[src/rtl/elastic_skid_stage.sv]
// elastic_skid_stage
//   One registered skid stage of an elastic valid/ready pipeline.
//   The main register drives the downstream side. The skid register catches
//   the beat accepted in the cycle the downstream side stalls, so the
//   upstream ready can be a pure register output.
//
// Ports:
//   CLK          rising-edge clock
//   RST_N        asynchronous active-low reset (clears valids and data)
//   FLUSH        synchronous kill of both valid bits; data is kept
//   i_up_valid   upstream beat present
//   o_up_ready   stage can accept a beat (= !skid_valid)
//   i_up_data    upstream payload
//   o_down_valid main register holds a beat
//   i_down_ready downstream accepts the beat
//   o_down_data  main register payload
module elastic_skid_stage #(
  parameter int unsigned WIDTH = 32
) (
  input  logic             CLK,
  input  logic             RST_N,
  input  logic             FLUSH,
  input  logic             i_up_valid,
  output logic             o_up_ready,
  input  logic [WIDTH-1:0] i_up_data,
  output logic             o_down_valid,
  input  logic             i_down_ready,
  output logic [WIDTH-1:0] o_down_data
);

  logic [WIDTH-1:0] r_main;
  logic             r_main_valid;
  logic [WIDTH-1:0] r_skid;
  logic             r_skid_valid;

  logic w_up_fire;
  logic w_take;

  assign o_up_ready   = !r_skid_valid;
  assign o_down_valid = r_main_valid;
  assign o_down_data  = r_main;

  assign w_up_fire = i_up_valid && !r_skid_valid;
  assign w_take    = r_main_valid && i_down_ready;

  // State is encoded by the valid pair: EMPTY (0,0), HALF (1,0), FULL (1,1).
  // When main is free or being taken, refill it from skid first (FULL->HALF),
  // otherwise from the upstream beat; if main is stalled, the upstream beat
  // goes to skid (HALF->FULL).
  always_ff @(posedge CLK or negedge RST_N) begin
    if (!RST_N) begin
      r_main       <= '0;
      r_main_valid <= 1'b0;
      r_skid       <= '0;
      r_skid_valid <= 1'b0;
    end else if (FLUSH) begin
      r_main_valid <= 1'b0;
      r_skid_valid <= 1'b0;
    end else if (!r_main_valid || w_take) begin
      if (r_skid_valid) begin
        r_main       <= r_skid;
        r_main_valid <= 1'b1;
        r_skid_valid <= 1'b0;
      end else if (w_up_fire) begin
        r_main       <= i_up_data;
        r_main_valid <= 1'b1;
      end else begin
        r_main_valid <= 1'b0;
      end
    end else if (w_up_fire) begin
      r_skid       <= i_up_data;
      r_skid_valid <= 1'b1;
    end
  end

endmodule

[src/rtl/elastic_pipe_reg.sv]
// elastic_pipe_reg
//   Chain of CYCLES skid stages with a valid/ready handshake. Every ready is
//   a register output, so there is no combinational path from out_ready to
//   in_ready. Capacity is 2*CYCLES beats, strict FIFO order.
//
// Parameters:
//   CYCLES  number of skid stages (>=1), minimum latency in clocks
//   WIDTH   payload width in bits
//
// Ports:
//   CLK        rising-edge clock
//   RST_N      asynchronous active-low reset
//   FLUSH      synchronous kill of all in-flight beats
//   in_valid   producer has a beat on in
//   in_ready   block accepts a beat this cycle
//   in         input payload
//   out_valid  beat present on out
//   out_ready  consumer accepts the beat this cycle
//   out        output payload
module elastic_pipe_reg #(
  parameter int unsigned CYCLES = 1,
  parameter int unsigned WIDTH  = 32
) (
  input  logic             CLK,
  input  logic             RST_N,
  input  logic             FLUSH,
  input  logic             in_valid,
  output logic             in_ready,
  input  logic [WIDTH-1:0] in,
  output logic             out_valid,
  input  logic             out_ready,
  output logic [WIDTH-1:0] out
);

  // Index i is the link into stage i; index CYCLES is the chain output.
  logic             w_valid [CYCLES+1];
  logic             w_ready [CYCLES+1];
  logic [WIDTH-1:0] w_data  [CYCLES+1];

  assign w_valid[0]      = in_valid;
  assign w_data[0]       = in;
  assign in_ready        = w_ready[0];
  assign out_valid       = w_valid[CYCLES];
  assign out             = w_data[CYCLES];
  assign w_ready[CYCLES] = out_ready;

  for (genvar g = 0; g < CYCLES; g++) begin : g_stage
    elastic_skid_stage #(
      .WIDTH(WIDTH)
    ) u_stage (
      .CLK          (CLK),
      .RST_N        (RST_N),
      .FLUSH        (FLUSH),
      .i_up_valid   (w_valid[g]),
      .o_up_ready   (w_ready[g]),
      .i_up_data    (w_data[g]),
      .o_down_valid (w_valid[g+1]),
      .i_down_ready (w_ready[g+1]),
      .o_down_data  (w_data[g+1])
    );
  end

endmodule

[config.mk]
export PLATFORM = sky130hd
export DESIGN_NAME = elastic_pipe_reg
export DESIGN_NICKNAME = d
export VERILOG_FILES = /design/src/rtl/elastic_skid_stage.sv /design/src/rtl/elastic_pipe_reg.sv
export SDC_FILE = /design/constraint.sdc
export NUM_CORES = 1
export LEC_CHECK = 0
export CAP_MARGIN = 30
export CORE_MARGIN = 4
export CORE_UTILIZATION = 35
export DETAILED_ROUTE_END_ITERATION = 16
export HOLD_SLACK_MARGIN = 0.02
export PLACE_DENSITY = 0.69
export SYNTH_ARGS = -nofsm -noshare
export SYNTH_HDL_FRONTEND = slang
export SYNTH_SLANG_ARGS = --single-unit
[constraint.sdc]
create_clock -name CLK -period 1.77 [get_ports CLK]
set_input_delay 0.354 -clock CLK [delete_from_list [all_inputs] [get_ports CLK]]
set_output_delay 0.354 -clock CLK [all_outputs]
set_load 0.1 [all_outputs]
==> flow_metrics.py, run 1 <==
metrics = {
    "pwr": {
        "p_sw_share_pct": 38.3,
        "p_seq_share_pct": 37.9,
        "power.leakage_nw": 1.89,
        "power_frac_comb_pct": 42.2,
        "p_int_w": 0.00340,
        "power.density_mw_per_mm2": 1240,
        "total_power_w": 0.00551,
        "pwr-share-clk_pct": 19.9,
        "power.switching_w": 0.00211,
        "vdd_drop_max_v": 0.000580,
    },
    "cells_and_area": {
        "final_cells": 374,
        "n_fill_cell": 680,
        "n_antenna_cell": 0,
        "drive_above_1_share_pct": 60.2,
        "final_cell_mix": "64 x mux2_2, 64 x dfrtp_1, 39 x buf_12, 35 x clkdlybuf4s50_1, 30 x mux2_4",
        "multi_input_area_sq_mm": 0.00127,
        "fin_nets": 301,
        "regArea_sq_mm": 0.00166,
        "areaGrowthSynthToFinish_pct": 47.0,
    },
    "global_routing": {
        "grt_max_degree": 38,
        "grt-ovfl-total": 0,
        "track_usage_pct": 12.7,
        "grt_pass1_vias": 2003,
        "grt_pass1_wl_um": 9870,
        "antenna_found_initial": 0,
    },
    "worst_hold_path": {
        "min_path_cells": 1,
        "hp-class": "flip-flop to flip-flop",
        "min-delay-start": "g_stage[0].u_stage.r_skid[6]$_DFFE_PN0P_",
    },
    "setup_path": {
        "crit_path_max_fanout": 20,
        "critPathRequiredTime_ps": 1990,
        "worstPathArrival_ps": 1900,
        "r2r_slack_ps": 90,
        "path_class": "flip-flop to flip-flop",
        "r2r_start": "g_stage[0].u_stage.o_down_valid$_DFFE_PN0P_",
        "startpoint": "g_stage[0].u_stage.o_down_valid$_DFFE_PN0P_",
        "reg2reg_to": "g_stage[0].u_stage.o_down_data[10]$_DFFE_PN0P_",
        "startpoint_type": "flip-flop",
        "end_kind": "flip-flop",
        "crit_end": "g_stage[0].u_stage.o_down_data[10]$_DFFE_PN0P_",
        "r2r_cells": 4,
    },
    "logic_synthesis": {
        "ys.warnings.count": 0,
        "synthCells": 180,
        "synthMuxAreaShare_pct": 39.6,
        "synth_fa_ha_area_share_pct": 0,
        "synthesis.area_sq_mm": 0.00302,
        "ys_seq_area_share_pct": 54.7,
        "synth-simple-area-share_pct": 2.36,
        "synth_seq_cells": 66,
        "avgSynthCellArea_sq_um": 16.8,
        "synth_cell_type_count": 15,
        "syn-num-nets": 217,
        "synth_top_family_by_area": "multiplexers",
        "synth_compound_area_share_pct": 0.166,
        "synth_xor_area_share_pct": 0,
    },
    "die": {
        "die_h_um": 101,
        "rows": 33,
        "coreArea_sq_mm": 0.00830,
        "die_width_um": 101,
        "ios": 71,
        "die_area_sq_mm": 0.0102,
        "start_util_pct": 36.4,
    },
    "timing": {
        "rsz0062_at_grt": "false",
        "period_share_pct": 95.0,
        "fin_skew_ps": 5.72,
        "hold_slack_ps": 508,
        "worstMarginPinSlew_ps": 458,
        "drv_slew": 0,
        "fin_ws_ps": 88.1,
        "max_freq_mhz": 595,
        "setup_tns_ps": 0,
        "finalSetupViolCount": 0,
        "slew_headroom_pct": 69.4,
        "hold_violations": 0,
        "fin_crit_ps": 1680,
    },
    "detailed_routing": {
        "top_layer_used": "met4",
        "route.layer.met1.wl_um": 2670,
        "drt_iter0_drc": 13,
        "wl_met2_um": 2790,
        "first_pass_iters": 4,
        "wire_per_inst_um": 15.8,
        "wl_um": 5910,
        "routed_via_density": 4.65,
        "vias": 1738,
        "route.met3.wl_um": 394,
        "post-route-drc-count": 0,
        "drtAntennaViolNets": 0,
    },
    "clock_network": {
        "h-tree-depth": 3,
        "clock_sinks": 66,
        "root_buffer": "clkbuf_8",
        "clkTransAtPathRegs_ps": 70,
        "clk_latency_ps": 330,
        "cts_tree": "done",
        "cts_setup_buffers": 0,
        "numCtsBuffers": 9,
        "cts_buffer_depth": 2,
    },
    "run": {
        "cap_violations": 0,
    },
    "placed_design": {
        "dp_slack_ps": -255,
        "placed_cells": 357,
        "port_buffers": 70,
        "hpwl_um": 4170,
        "gp_congestion": 0.707,
    },
    "status": {
        "status": "completed",
    },
}
[power by group through the flow]
| stage | logic, W | clock network (W) | registers (W) |
|---|---|---|---|
| floorplan | 0.000497 | 0 | 0.00303 |
| detailed placement | 0.00234 | 0 | 0.00212 |
| CTS | 0.00235 | 0.00115 | 0.00210 |
| global route | 0.00240 | 0.00123 | 0.00214 |
| global placement | 0.00232 | 0 | 0.00211 |
| finish | 0.00233 | 0.00109 | 0.00209 |
[final cells by class]
class,instances,area share (%)
well taps,105,2.96
clock buffers,11,3.19
flip-flops and latches,66,37.3
repair buffers,83,27.1
clock inverters,5,0.677
inverters,1,0.0846
multi-input cells,103,28.6
[cells in the mapped netlist, drive strengths merged]
master	instances	area, sq um
and2b	1	8.76
nor4b	1	23.8
clkbuf	1	3.75
inv	1	3.75
mux2	96	1190
nand2b	1	13.8
dfrtp	66	1650
nor2	1	3.75
a21oi	1	5.00
buf	9	88.8
nor3	2	21.3
[critical path, cell delays in order, from the launching register on]
cell and delay (ps):
dfrtp_4 510, and2b_2 220, nor3_4 260, buf_12 210, mux2_2 350
[stage by stage]
stage | utilization [%] | area [sq um]
floorplan | - | 3020
global placement | 51.2 | 4250
detailed placement | 51.2 | 4250
CTS | 53.4 | 4430
global route | 53.4 | 4440
finish | 53.4 | 4440
[how the worst min path moves through the flow]
stage,to
after global routing,g_stage[0].u_stage.r_skid[29]$_DFFE_PN0P_
after detailed placement,g_stage[0].u_stage.r_skid[29]$_DFFE_PN0P_
after floorplan,g_stage[0].u_stage.o_down_data[0]$_DFFE_PN0P_
after global placement,g_stage[0].u_stage.r_skid[29]$_DFFE_PN0P_
final,g_stage[0].u_stage.r_skid[6]$_DFFE_PN0P_
after CTS,g_stage[0].u_stage.r_skid[3]$_DFFE_PN0P_
[sequential cells by signal (all words and copies together) (netlist names)]
register                      cells
g_stage.u_stage.o_down_valid      1
g_stage.u_stage.r_skid_valid      1
g_stage.u_stage.r_skid           32
g_stage.u_stage.o_down_data      32
[timing repair]
action / in CTS / in global routing
hold buffers: 1 / 0
gates resized for setup: 0 / 1
endpoints found under the setup margin: 0 / 1
hold endpoints to repair: 29 / 0
[per-layer routing]
metal  up-vias  track usage, %
li1        810               -
met1       870            15.8
met2        52            20.1
met3         6            5.47
met4         0            3.73
met5         -               0
[kinds of logic after synthesis]
kind of cell,Yosys count
multiplexers,96
flip-flops,66
buffers and inverters,11
AND/OR/NAND/NOR,6
AO/OA/AOI/OAI,1
(Power assumes the default switching activity.)
==> run 2, diff against run 1 <==
clock period = 2 ns   (was 1.77 ns; I/O delays follow)
==> run 2 against run 1 <==
  * Routed wire length is 1.4% higher
  * First-iteration DRC count is 46% higher
  * Sequential share of layout area is 4.1 points higher
  * Clock power hardly changed
  * Sequential power is 15% lower
  * Cell count is 0.53% lower
  * Critical endpoint is now g_stage[0].u_stage.r_skid[24]$_DFFE_PN0P_
==> flow_metrics.py, run 2 (synthesis gave the netlist of run 1 again) <==
metrics = {
    "cells_and_area": {
        "final_cells": 372,
        "drive_above_1_share_pct": 59.6,
        "fin_nets": 299,
        "layout_commonest_cell": "dfrtp_1",
        "n_antenna_cell": 0,
        "areaGrowthSynthToFinish_pct": 32.2,
        "final_cell_mix": "65 x dfrtp_1, 64 x mux2_2, 40 x buf_4, 35 x clkdlybuf4s50_1, 30 x mux2_4",
    },
    "clock_network": {
        "root_buffer": "clkbuf_8",
        "postCtsResizedCells": 0,
        "clkTransAtPathRegs_ps": 70,
        "clock_sinks": 66,
        "numCtsBuffers": 9,
        "clk_latency_ps": 330,
        "cts_buffer_depth": 2,
        "h-tree-depth": 3,
        "cts_tree": "done",
    },
    "setup_path": {
        "critPathRequiredTime_ps": 2220,
        "r2r_slack_ps": 430,
        "startpoint_type": "input pin",
        "crit_path_max_fanout": 12,
        "cpLargestDelayFamily": "buffers and inverters",
        "worst_path_largest_cell_delay_ps": 410,
        "path_class": "input pin to flip-flop",
        "startpoint": "out_ready",
        "crit_buf_inv": 2,
        "end_kind": "flip-flop",
        "worstPathArrival_ps": 1940,
        "crit_chain": "clkdlybuf4s50_1 > nand2b_4 > nor4b_4 > buf_4 > mux2_4",
        "reg2reg_to": "g_stage[0].u_stage.o_down_data[6]$_DFFE_PN0P_",
        "crit_end": "g_stage[0].u_stage.r_skid[24]$_DFFE_PN0P_",
        "cp.depth": 5,
        "r2r_start": "g_stage[0].u_stage.o_down_valid$_DFFE_PN0P_",
        "crit_slowest_cell": "clkdlybuf4s50_1",
        "r2r_cells": 4,
    },
    "timing": {
        "hold_violations": 0,
        "fin_skew_ps": 9.97,
        "rsz0062_at_grt": "false",
        "setup_tns_ps": 0,
        "finalSetupViolCount": 0,
        "fin_crit_ps": 1720,
        "fin_ws_ps": 277,
        "worstMarginPinSlew_ps": 467,
        "period_share_pct": 86.2,
        "max_freq_mhz": 580,
        "slew_headroom_pct": 68.9,
        "drv_slew": 0,
    },
    "global_routing": {
        "grt_pass1_vias": 1952,
        "grt-ovfl-total": 0,
        "track_usage_pct": 12.8,
        "antenna_found_initial": 0,
        "grt_max_degree": 33,
        "grt_pass1_wl_um": 9890,
    },
    "detailed_routing": {
        "drtAntennaViolNets": 0,
        "first_pass_iters": 2,
        "wire_per_inst_um": 16.1,
        "wl_um": 5990,
        "post-route-drc-count": 0,
        "vias": 1738,
        "routed_via_density": 4.67,
        "drt_iter0_drc": 19,
    },
    "pwr": {
        "vdd_drop_max_v": 0.000488,
        "p_seq_share_pct": 38.9,
        "total_power_w": 0.00458,
        "pwr-share-clk_pct": 23.2,
        "power.switching_w": 0.00180,
        "power.density_mw_per_mm2": 1150,
        "power_frac_comb_pct": 37.9,
        "p_sw_share_pct": 39.4,
        "power.leakage_nw": 1.74,
        "p_int_w": 0.00278,
    },
    "die": {
        "die_width_um": 101,
        "die_area_sq_mm": 0.0102,
        "rows": 33,
        "die_h_um": 101,
        "coreArea_sq_mm": 0.00830,
        "ios": 71,
        "start_util_pct": 36.4,
    },
    "placed_design": {
        "placed_cells": 355,
        "hpwl_um": 4140,
        "port_buffers": 70,
        "gp_congestion": 0.691,
        "dp_slack_ps": -90.7,
    },
    "run": {
        "cap_violations": 0,
    },
    "worst_hold_path": {
        "hp-class": "flip-flop to flip-flop",
    },
    "status": {
        "status": "completed",
    },
}
## run 2: cell count changes in the layout (fill, tap and decap cells not counted), sizes merged
cell,previous run,this run
buf,47,45
bufinv,0,1
clkbuf,11,10
clkinv,3,4
clkinvlp,2,1
## run 2: how the worst min path moves through the flow
stage,startpoint,endpoint,slack [ps],depth (start not counted)
2_1_floorplan,RST_N,g_stage[0].u_stage.o_down_data[0]$_DFFE_PN0P_,100,0
3_3_place_gp,RST_N,g_stage[0].u_stage.o_down_data[30]$_DFFE_PN0P_,390,1
3_5_place_dp,RST_N,g_stage[0].u_stage.o_down_data[30]$_DFFE_PN0P_,390,1
4_1_cts,g_stage[0].u_stage.o_down_data[30]$_DFFE_PN0P_,g_stage[0].u_stage.o_down_data[30]$_DFFE_PN0P_,500,1
5_1_grt,g_stage[0].u_stage.o_down_data[30]$_DFFE_PN0P_,g_stage[0].u_stage.o_down_data[30]$_DFFE_PN0P_,500,1
6_report,g_stage[0].u_stage.o_down_data[30]$_DFFE_PN0P_,g_stage[0].u_stage.o_down_data[30]$_DFFE_PN0P_,490,1
## run 2: stage by stage
| stage | cell area (sq um) | util, % | hold slack [ps] |
|---|---|---|---|
| floorplan | 3020 | - | 104 |
| global placement | 3790 | 45.7 | 393 |
| detailed placement | 3790 | 45.7 | 390 |
| CTS | 3990 | 48.1 | 497 |
| global route | 3990 | 48.1 | 500 |
| finish | 3990 | 48.1 | 490 |
## run 2: area by class of cell
class / instances / area [sq um]
Fill cell: 737 / 4310
Timing Repair Buffer: 81 / 746
Tap cell: 105 / 131
Clock inverter: 6 / 57.6
Clock buffer: 10 / 128
Multi-Input combinational cell: 103 / 1270
Sequential cell: 66 / 1650
Inverter: 1 / 3.75
## run 2: layer usage
metal	up-vias	wire length (um)	part of all wire [%]	track usage (%)
met5	-	0	0	0
met4	0	95	1.6	5.28
met3	9	385	6.4	3.67
met2	48	2840	47	19.5
met1	873	2670	45	17.0
li1	808	-	-	-
## run 2: what timing repair did
item,in CTS,in global routing
hold buffers,1,0
setup buffers,0,0
endpoints found under the hold margin,6,0
## run 2: power by group through the flow
stage | sequential, W | clock (W) | combinational (W)
floorplan | 0.00268 | 0 | 0.000440
global placement | 0.00179 | 0 | 0.00173
detailed placement | 0.00180 | 0 | 0.00175
CTS | 0.00178 | 0.00111 | 0.00176
global route | 0.00182 | 0.00116 | 0.00180
finish | 0.00178 | 0.00106 | 0.00174
==> run 3, diff against run 2 <==
ABC_AREA = 0   (was not set)
CTS_CLUSTER_SIZE = 16   (was not set)
==> results of run 3 <==
Same layout as run 2: the final DEF is identical, and so are final timing and power.
